**config.mk**
```make
export PLATFORM = sky130hd
export DESIGN_NAME = ctrl_pkt_gen
export DESIGN_NICKNAME = d
export VERILOG_FILES = /design/src/rtl/ctrl_pkt_pkg.sv /design/src/rtl/ctrl_pkt_hdr_fmt.sv /design/src/rtl/ctrl_pkt_gen.sv
export SDC_FILE = /design/constraint.sdc
export NUM_CORES = 2
export LEC_CHECK = 0
export BUFFER_PORTS_ARGS = -buffer_cell sky130_fd_sc_hd__buf_4
export CORE_AREA = 2 2 378 380
export CTS_CLUSTER_SIZE = 16
export DETAILED_ROUTE_END_ITERATION = 12
export DIE_AREA = 0 0 380 382
export GPL_TIMING_DRIVEN = 1
export PLACE_DENSITY_LB_ADDON = 0.3
export SETUP_SLACK_MARGIN = 0.4
export SLEW_MARGIN = 20
export SYNTH_ARGS = -nofsm -noshare
export SYNTH_HDL_FRONTEND = slang
export SYNTH_SLANG_ARGS = --single-unit
export TNS_END_PERCENT = 50
```
**constraint.sdc**
```tcl
create_clock -name clk -period 32.6 [get_ports clk]
set_clock_uncertainty 0.1 [all_clocks]
set_input_delay 3.26 -clock clk [delete_from_list [all_inputs] [get_ports clk]]
set_output_delay 3.26 -clock clk [all_outputs]
set_load 0.03 [all_outputs]
```
**src/rtl/ctrl_pkt_pkg.sv**
```systemverilog
// Shared definitions for the control-packet generator: header field positions,
// default control port, FSM state type and beat-count helper.
package ctrl_pkt_pkg;

    localparam int unsigned PORT_LSB    = 64;
    localparam int unsigned MODID_LSB   = 112;
    localparam int unsigned TBLTYPE_LSB = 124;
    localparam int unsigned INDEX_LSB   = 128;

    localparam logic [15:0] DEFAULT_CTRL_PORT = 16'hf1f2;

    typedef enum logic [1:0] {StIdle, StHdr, StData} ctrl_state_e;

    // Payload beats needed to carry an entry of entry_w bits on a data_w-bit bus.
    function automatic int unsigned calc_nbeats(input int unsigned entry_w,
                                                input int unsigned data_w);
        return (entry_w + data_w - 1) / data_w;
    endfunction

endpackage

```
**src/rtl/ctrl_pkt_hdr_fmt.sv**
```systemverilog
// Combinational builder for the control-packet header beat; all unused bits are zero.
// Shared with the parser side so both ends agree on field placement.
module ctrl_pkt_hdr_fmt
    import ctrl_pkt_pkg::*;
#(
    parameter int unsigned DATA_WIDTH = 256,
    parameter logic [15:0] CTRL_PORT  = DEFAULT_CTRL_PORT
) (
    input  logic [7:0]            module_id_i,
    input  logic [3:0]            table_type_i,
    input  logic [7:0]            index_i,
    output logic [DATA_WIDTH-1:0] hdr_o
);

    always_comb begin
        hdr_o = '0;
        hdr_o[PORT_LSB +: 16]   = CTRL_PORT;
        hdr_o[MODID_LSB +: 8]   = module_id_i;
        hdr_o[TBLTYPE_LSB +: 4] = table_type_i;
        hdr_o[INDEX_LSB +: 8]   = index_i;
    end

endmodule

```
**src/rtl/ctrl_pkt_gen.sv**
```systemverilog
// Serialises one table-write request into a header beat plus NBEATS payload beats.
// Optional CTRL_PKT_LEN_EN puts the packet byte length in tuser[15:0] of the header beat.
module ctrl_pkt_gen
    import ctrl_pkt_pkg::*;
#(
    parameter int unsigned C_S_AXIS_DATA_WIDTH  = 256,
    parameter int unsigned C_S_AXIS_TUSER_WIDTH = 128,
    parameter int unsigned ENTRY_WIDTH          = 512,
    parameter logic [15:0] CTRL_PORT            = DEFAULT_CTRL_PORT
) (
    input  logic                              clk,
    input  logic                              rst,
    input  logic                              req_valid,
    output logic                              req_ready,
    input  logic [7:0]                        req_module_id,
    input  logic [3:0]                        req_table_type,
    input  logic [7:0]                        req_index,
    input  logic [ENTRY_WIDTH-1:0]            req_data,
    output logic [C_S_AXIS_DATA_WIDTH-1:0]    c_m_axis_tdata,
    output logic [C_S_AXIS_TUSER_WIDTH-1:0]   c_m_axis_tuser,
    output logic [C_S_AXIS_DATA_WIDTH/8-1:0]  c_m_axis_tkeep,
    output logic                              c_m_axis_tvalid,
    output logic                              c_m_axis_tlast,
    input  logic                              c_m_axis_tready,
    output logic                              busy
);

    localparam int unsigned W         = C_S_AXIS_DATA_WIDTH;
    localparam int unsigned NBEATS    = calc_nbeats(ENTRY_WIDTH, W);
    localparam int unsigned PAD_W     = NBEATS * W;
    localparam int unsigned CNT_W     = (NBEATS > 1) ? $clog2(NBEATS) : 1;
    localparam logic [CNT_W-1:0] LAST_BEAT = CNT_W'(NBEATS - 1);

    ctrl_state_e      state_q, state_d;
    logic [CNT_W-1:0] cnt_q, cnt_d, cnt_nxt;
    logic [PAD_W-1:0] data_q, data_d;
    logic [W-1:0]     tdata_q, tdata_d, hdr;
    logic             tvalid_q, tvalid_d;
    logic             tlast_q, tlast_d;
    logic             ready_q, ready_d;
    logic             busy_q, busy_d;

    ctrl_pkt_hdr_fmt #(
        .DATA_WIDTH (W),
        .CTRL_PORT  (CTRL_PORT)
    ) u_hdr_fmt (
        .module_id_i  (req_module_id),
        .table_type_i (req_table_type),
        .index_i      (req_index),
        .hdr_o        (hdr)
    );

    assign cnt_nxt = cnt_q + CNT_W'(1);

    // The entry is zero-padded to a whole number of beats and shifted down one
    // beat per acceptance, so the next payload beat is always the low W bits.
    always_comb begin
        state_d  = state_q;
        cnt_d    = cnt_q;
        data_d   = data_q;
        tdata_d  = tdata_q;
        tvalid_d = tvalid_q;
        tlast_d  = tlast_q;
        unique case (state_q)
            StIdle: begin
                if (req_valid && ready_q) begin
                    state_d  = StHdr;
                    data_d   = PAD_W'(req_data);
                    tdata_d  = hdr;
                    tvalid_d = 1'b1;
                    tlast_d  = 1'b0;
                end
            end
            StHdr: begin
                if (c_m_axis_tready) begin
                    state_d = StData;
                    cnt_d   = '0;
                    tdata_d = data_q[W-1:0];
                    data_d  = data_q >> W;
                    tlast_d = (NBEATS == 1);
                end
            end
            StData: begin
                if (c_m_axis_tready) begin
                    if (cnt_q == LAST_BEAT) begin
                        state_d  = StIdle;
                        tdata_d  = '0;
                        tvalid_d = 1'b0;
                        tlast_d  = 1'b0;
                    end else begin
                        cnt_d   = cnt_nxt;
                        tdata_d = data_q[W-1:0];
                        data_d  = data_q >> W;
                        tlast_d = (cnt_nxt == LAST_BEAT);
                    end
                end
            end
            default: state_d = StIdle;
        endcase
        ready_d = (state_d == StIdle);
        busy_d  = (state_d != StIdle);
    end

`ifdef CTRL_PKT_LEN_EN
    localparam logic [15:0] PKT_LEN = 16'((1 + NBEATS) * W / 8);

    logic [C_S_AXIS_TUSER_WIDTH-1:0] tuser_q, tuser_d;

    always_comb begin
        tuser_d = '0;
        if (state_d == StHdr) tuser_d[15:0] = PKT_LEN;
    end

    assign c_m_axis_tuser = tuser_q;
`else
    assign c_m_axis_tuser = '0;
`endif

    always_ff @(posedge clk or posedge rst) begin
        if (rst) begin
            state_q  <= StIdle;
            cnt_q    <= '0;
            data_q   <= '0;
            tdata_q  <= '0;
            tvalid_q <= 1'b0;
            tlast_q  <= 1'b0;
            ready_q  <= 1'b0;
            busy_q   <= 1'b0;
`ifdef CTRL_PKT_LEN_EN
            tuser_q  <= '0;
`endif
        end else begin
            state_q  <= state_d;
            cnt_q    <= cnt_d;
            data_q   <= data_d;
            tdata_q  <= tdata_d;
            tvalid_q <= tvalid_d;
            tlast_q  <= tlast_d;
            ready_q  <= ready_d;
            busy_q   <= busy_d;
`ifdef CTRL_PKT_LEN_EN
            tuser_q  <= tuser_d;
`endif
        end
    end

    assign req_ready       = ready_q;
    assign busy            = busy_q;
    assign c_m_axis_tdata  = tdata_q;
    assign c_m_axis_tvalid = tvalid_q;
    assign c_m_axis_tlast  = tlast_q;
    assign c_m_axis_tkeep  = {(W/8){tvalid_q}};

endmodule
```
==> metrics.md <==
| Metric | Value |
|---|---|
| RSZ-0062 raised after global routing | `no` |
| Simple-gate share of the synthesized area | `22.61%` |
| Clk Latency, worst-skew pair | `0.68 ns` |
| Num ports | `between 900 and 1000` |
| CP required | `33.01 ns` |
| Detailed-placement wirelength estimate | `just under 80 mm` |
| DRC viols | `0` |
| Cell area after placement | `between 40000 and 50000 um2` |
| Leakage | `between 0.02 and 0.025 uW` |
| Synth Area in Compound Gates | `5.034%` |
| Setup-failing EPs final | `0` |
| Sw Share | `approximately 46%` |
| Routed wire per std cell | `approximately 19 um` |
| Global-route wire length before repair | `172.9 mm` |
| Slew of the pin with the lowest slew margin | `~1.3 ns` |
| CTS tree | `built` |
| Crit-path max FO | `94` |
| P per Cell Area | `111.6 nW/um2` |
| CTS root buffer | `clkbuf_16` |
| Design area | `about 44000 um2` |
| Worst EP arrival | `7.58 ns` |
| Area grow syn2layout | `27.83%` |
| Sequential power share | `approximately a third` |
| Total CTS buffers | `90` |
| Internal Pwr Total | `2670 uW` |
| Xor/xnor cell area share of the yosys netlist | `0%` |
| Vias in the first global route | `between 20000 and 30000` |
| Die Span Y | `roughly 380 um` |
| Via density | `between 4 and 5` |
| Crit path max-delay family | `buffers and inverters` |
| Mapped cell area | `between 30000 and 40000 um2` |
| Clock Sinks | `775` |
| Final hold vios | `0` |
| Fraction of layout cells with a size suffix above 1 | `26.29%` |
| Total global routing overflow | `0` |
| Fmax | `~0.14 GHz` |
| Total track usage | `15.40%` |
| Setup repair bufs after CTS | `0` |
| Worst slew margin | `approximately 15%` |
| Antenna violations before repair | `12` |
| Switching power | `2233 uW` |
| Syn Area/Cell | `about 9.7 um2` |
| Final min period | `about 7 ns` |
| Crit share post-route | `~22%` |
| Synth area leaders | `dfrtp_1 (56%), nand2_1 (13%), mux2i_1 (7.5%), nand3_1 (5.7%), buf_4 (4.1%)` |
| Worst path most repeated cell | `buf_4` |
| Mux contribution to synthesized area | `between 7 and 8%` |
| Status | `completed` |
| Slowest CP cell | `buf_4` |
| Final TNS setup | `0 ns` |
| Slew Viols, Final | `0` |
| Clock share of power | `between 20 and 25%` |
| # nets final | `roughly 4700` |
| Initial core utilization | `between 20% and 30%` |
| Sequential fraction of the synthesis area | `a little under three fifths` |
| Synthesized instance count | `~3500` |
| Core Box Area | `~140000 um2` |
| Vias | `26420` |
| Clock tree buffer depth | `3` |
| H-tree depth | `3` |
| Maximum number of pins on one net before global-route repair | `170` |
| Max Cap Viol | `0` |
| Commonest non-fill, non-tap cell in the layout | `nand2_1` |
| FF+latch count, synth | `~780` |
| Most frequent cells in the layout | `nand2_1 (1236), buf_4 (859), dfrtp_1 (774)` |
| CP endpoint kind | `register` |
| Largest stage delay on the critical path | `just over 0.8 ns` |
| Combinational fraction of design power | `between 40% and 50%` |
| Hold_buf cts | `0` |
| Die X | `roughly 380 um` |
| Library cells used by synthesis | `34` |
| Synth area leader | `dfrtp_1` |
| Worst Setup Start Kind | `input port` |
| Drt initial violations | `~1600` |
| PortBufs | `between 800 and 900` |
| Die area | `approximately 150000 um2` |
| Crit-path cells | `buf_4 -> a21bo_4 -> nand4_4 -> buf_4 -> buf_4 -> buf_4 -> buf_4 -> o21ai_0` |
| WS Path Type | `input port to register` |
| Reg clk slew, reported paths | `about 0.050 ns` |
| Adder-Cell Fraction of Synth Area | `less than 1%` |
| Maximum VDD drop | `roughly 0.095 mV` |
| Gates resized, CTS repair | `0` |
| Routability cong. | `around 0.84` |
| Hold crit path type | `register to register` |
| Rows | `138` |
| DRT Wirelength | `115.0 mm` |
| Largest family of logic cells by synthesized area | `simple AND/OR/NAND/NOR gates` |
| Syn. warnings | `0` |
| Synth top area share | `about 56%` |
| Detailed Routing Iterations Pass 1 | `5` |
| Post-layout power | `slightly below 5000 uW` |
| Final ANT Viol Nets | `0` |
| Worst Path Buf+Inv | `5` |
-- sequential cells by signal, indices dropped and copies added (netlist names) --
signal           flops
c_m_axis_tlast       1
data_q             512
c_m_axis_tvalid      1
state_q              2
busy                 1
req_ready            1
c_m_axis_tdata     256
cnt_q                1
-- cell usage after synthesis --
cell      number
nand2_1     1236
dfrtp_1      775
nand3_1      389
mux2i_1      256
o21ai_0      250
buf_4        190
buf_2        108
nand3_2       91
buf_6         56
clkbuf_1      53
nor2_1        51
a221oi_2      14
buf_1         12
a221oi_1       8
a31oi_1        8
o21ai_1        8
inv_1          6
ha_1           4
nand3b_1       4
a31oi_2        3
or2_2          2
a211oi_1       1
a21bo_4        1
a21boi_0       1
a21oi_1        1
a22o_1         1
and2b_1        1
and3_1         1
and4_1         1
conb_1         1
nand4_2        1
nor2b_1        1
o21a_1         1
o21bai_4       1
-- per-layer routing --
| metal | track usage [%] | share of wire, % | vias to the layer above |
|---|---|---|---|
| met5 | 0 | 0.040 | - |
| met4 | 3.895 | 2.0 | 6 |
| met3 | 4.273 | 6.3 | 138 |
| met2 | 24.80 | 48 | 667 |
| met1 | 20.37 | 44 | 12930 |
| li1 | - | - | 12680 |
-- cell type report --
type / count / area [um2]
diodes: 7 / 17.52
clock buffers: 134 / 2659
clock inverters: 24 / 277.8
fillers: 14910 / 96950
inverters: 6 / 37.54
multi-input cells: 2464 / 12640
flip-flops and latches: 775 / 19390
well taps: 1890 / 2365
repair buffers: 865 / 6551
-- cell families (layout without fill, tap and decap cells) --
| group | count (synthesis) | after routing |
|---|---|---|
| simple gates | 1778 | 1778 |
| flops | 775 | 775 |
| buf+inv | 425 | 1029 |
| compound gates | 298 | 298 |
| mux | 256 | 256 |
| fa+ha+maj | 4 | 4 |
| other cells | 1 | 135 |
-- through the flow --
step                util (%)  hold WS, ns  cells  setup slack (ns)
finish                 31.19       0.3637   6165             25.43
global route           31.19       0.3829   6164             24.76
CTS                    31.17       0.3688   6158             25.15
detailed placement     29.09       0.3564   6000             24.38
global placement       29.09       0.3508   6000             24.49
floorplan                  -       0.3456   3664             7.483
-- worst register-to-register path, cell delays in order, from the launching register on --
cell      delay, ns
dfrtp_1        0.41
inv_1          0.14
ha_1           0.35
o21bai_4       0.15
nand4_4        0.50
buf_4          0.74
buf_4          0.78
buf_4          0.84
buf_4          0.83
o21ai_0        0.29
-- final timing paths --
| kind | depth (start not counted) | slack, ns | from | endpoint |
|---|---|---|---|---|
| max in group asynchronous | 7 | 25.48 | rst | c_m_axis_tdata[105] |
| min in group asynchronous | 2 | 2.64 | rst | data_q[503] |
| max | 8 | 25.43 | req_valid | data_q[154] |
| max reg2reg | 9 | 27.31 | state_q[1] | data_q[154] |
| min | 2 | 0.36 | c_m_axis_tdata[160] | c_m_axis_tdata[160] |
| min reg2reg | 2 | 0.36 | c_m_axis_tdata[160] | c_m_axis_tdata[160] |
-- power groups by stage --
stage	clock [uW]	combinational (uW)	sequential, uW
floorplan	0	1510	1780
global placement	0	2300	1620
detailed placement	0	2330	1630
CTS	1040	2330	1610
global route	1080	2510	1660
finish	1010	2280	1610
(Power assumes the default switching activity.)
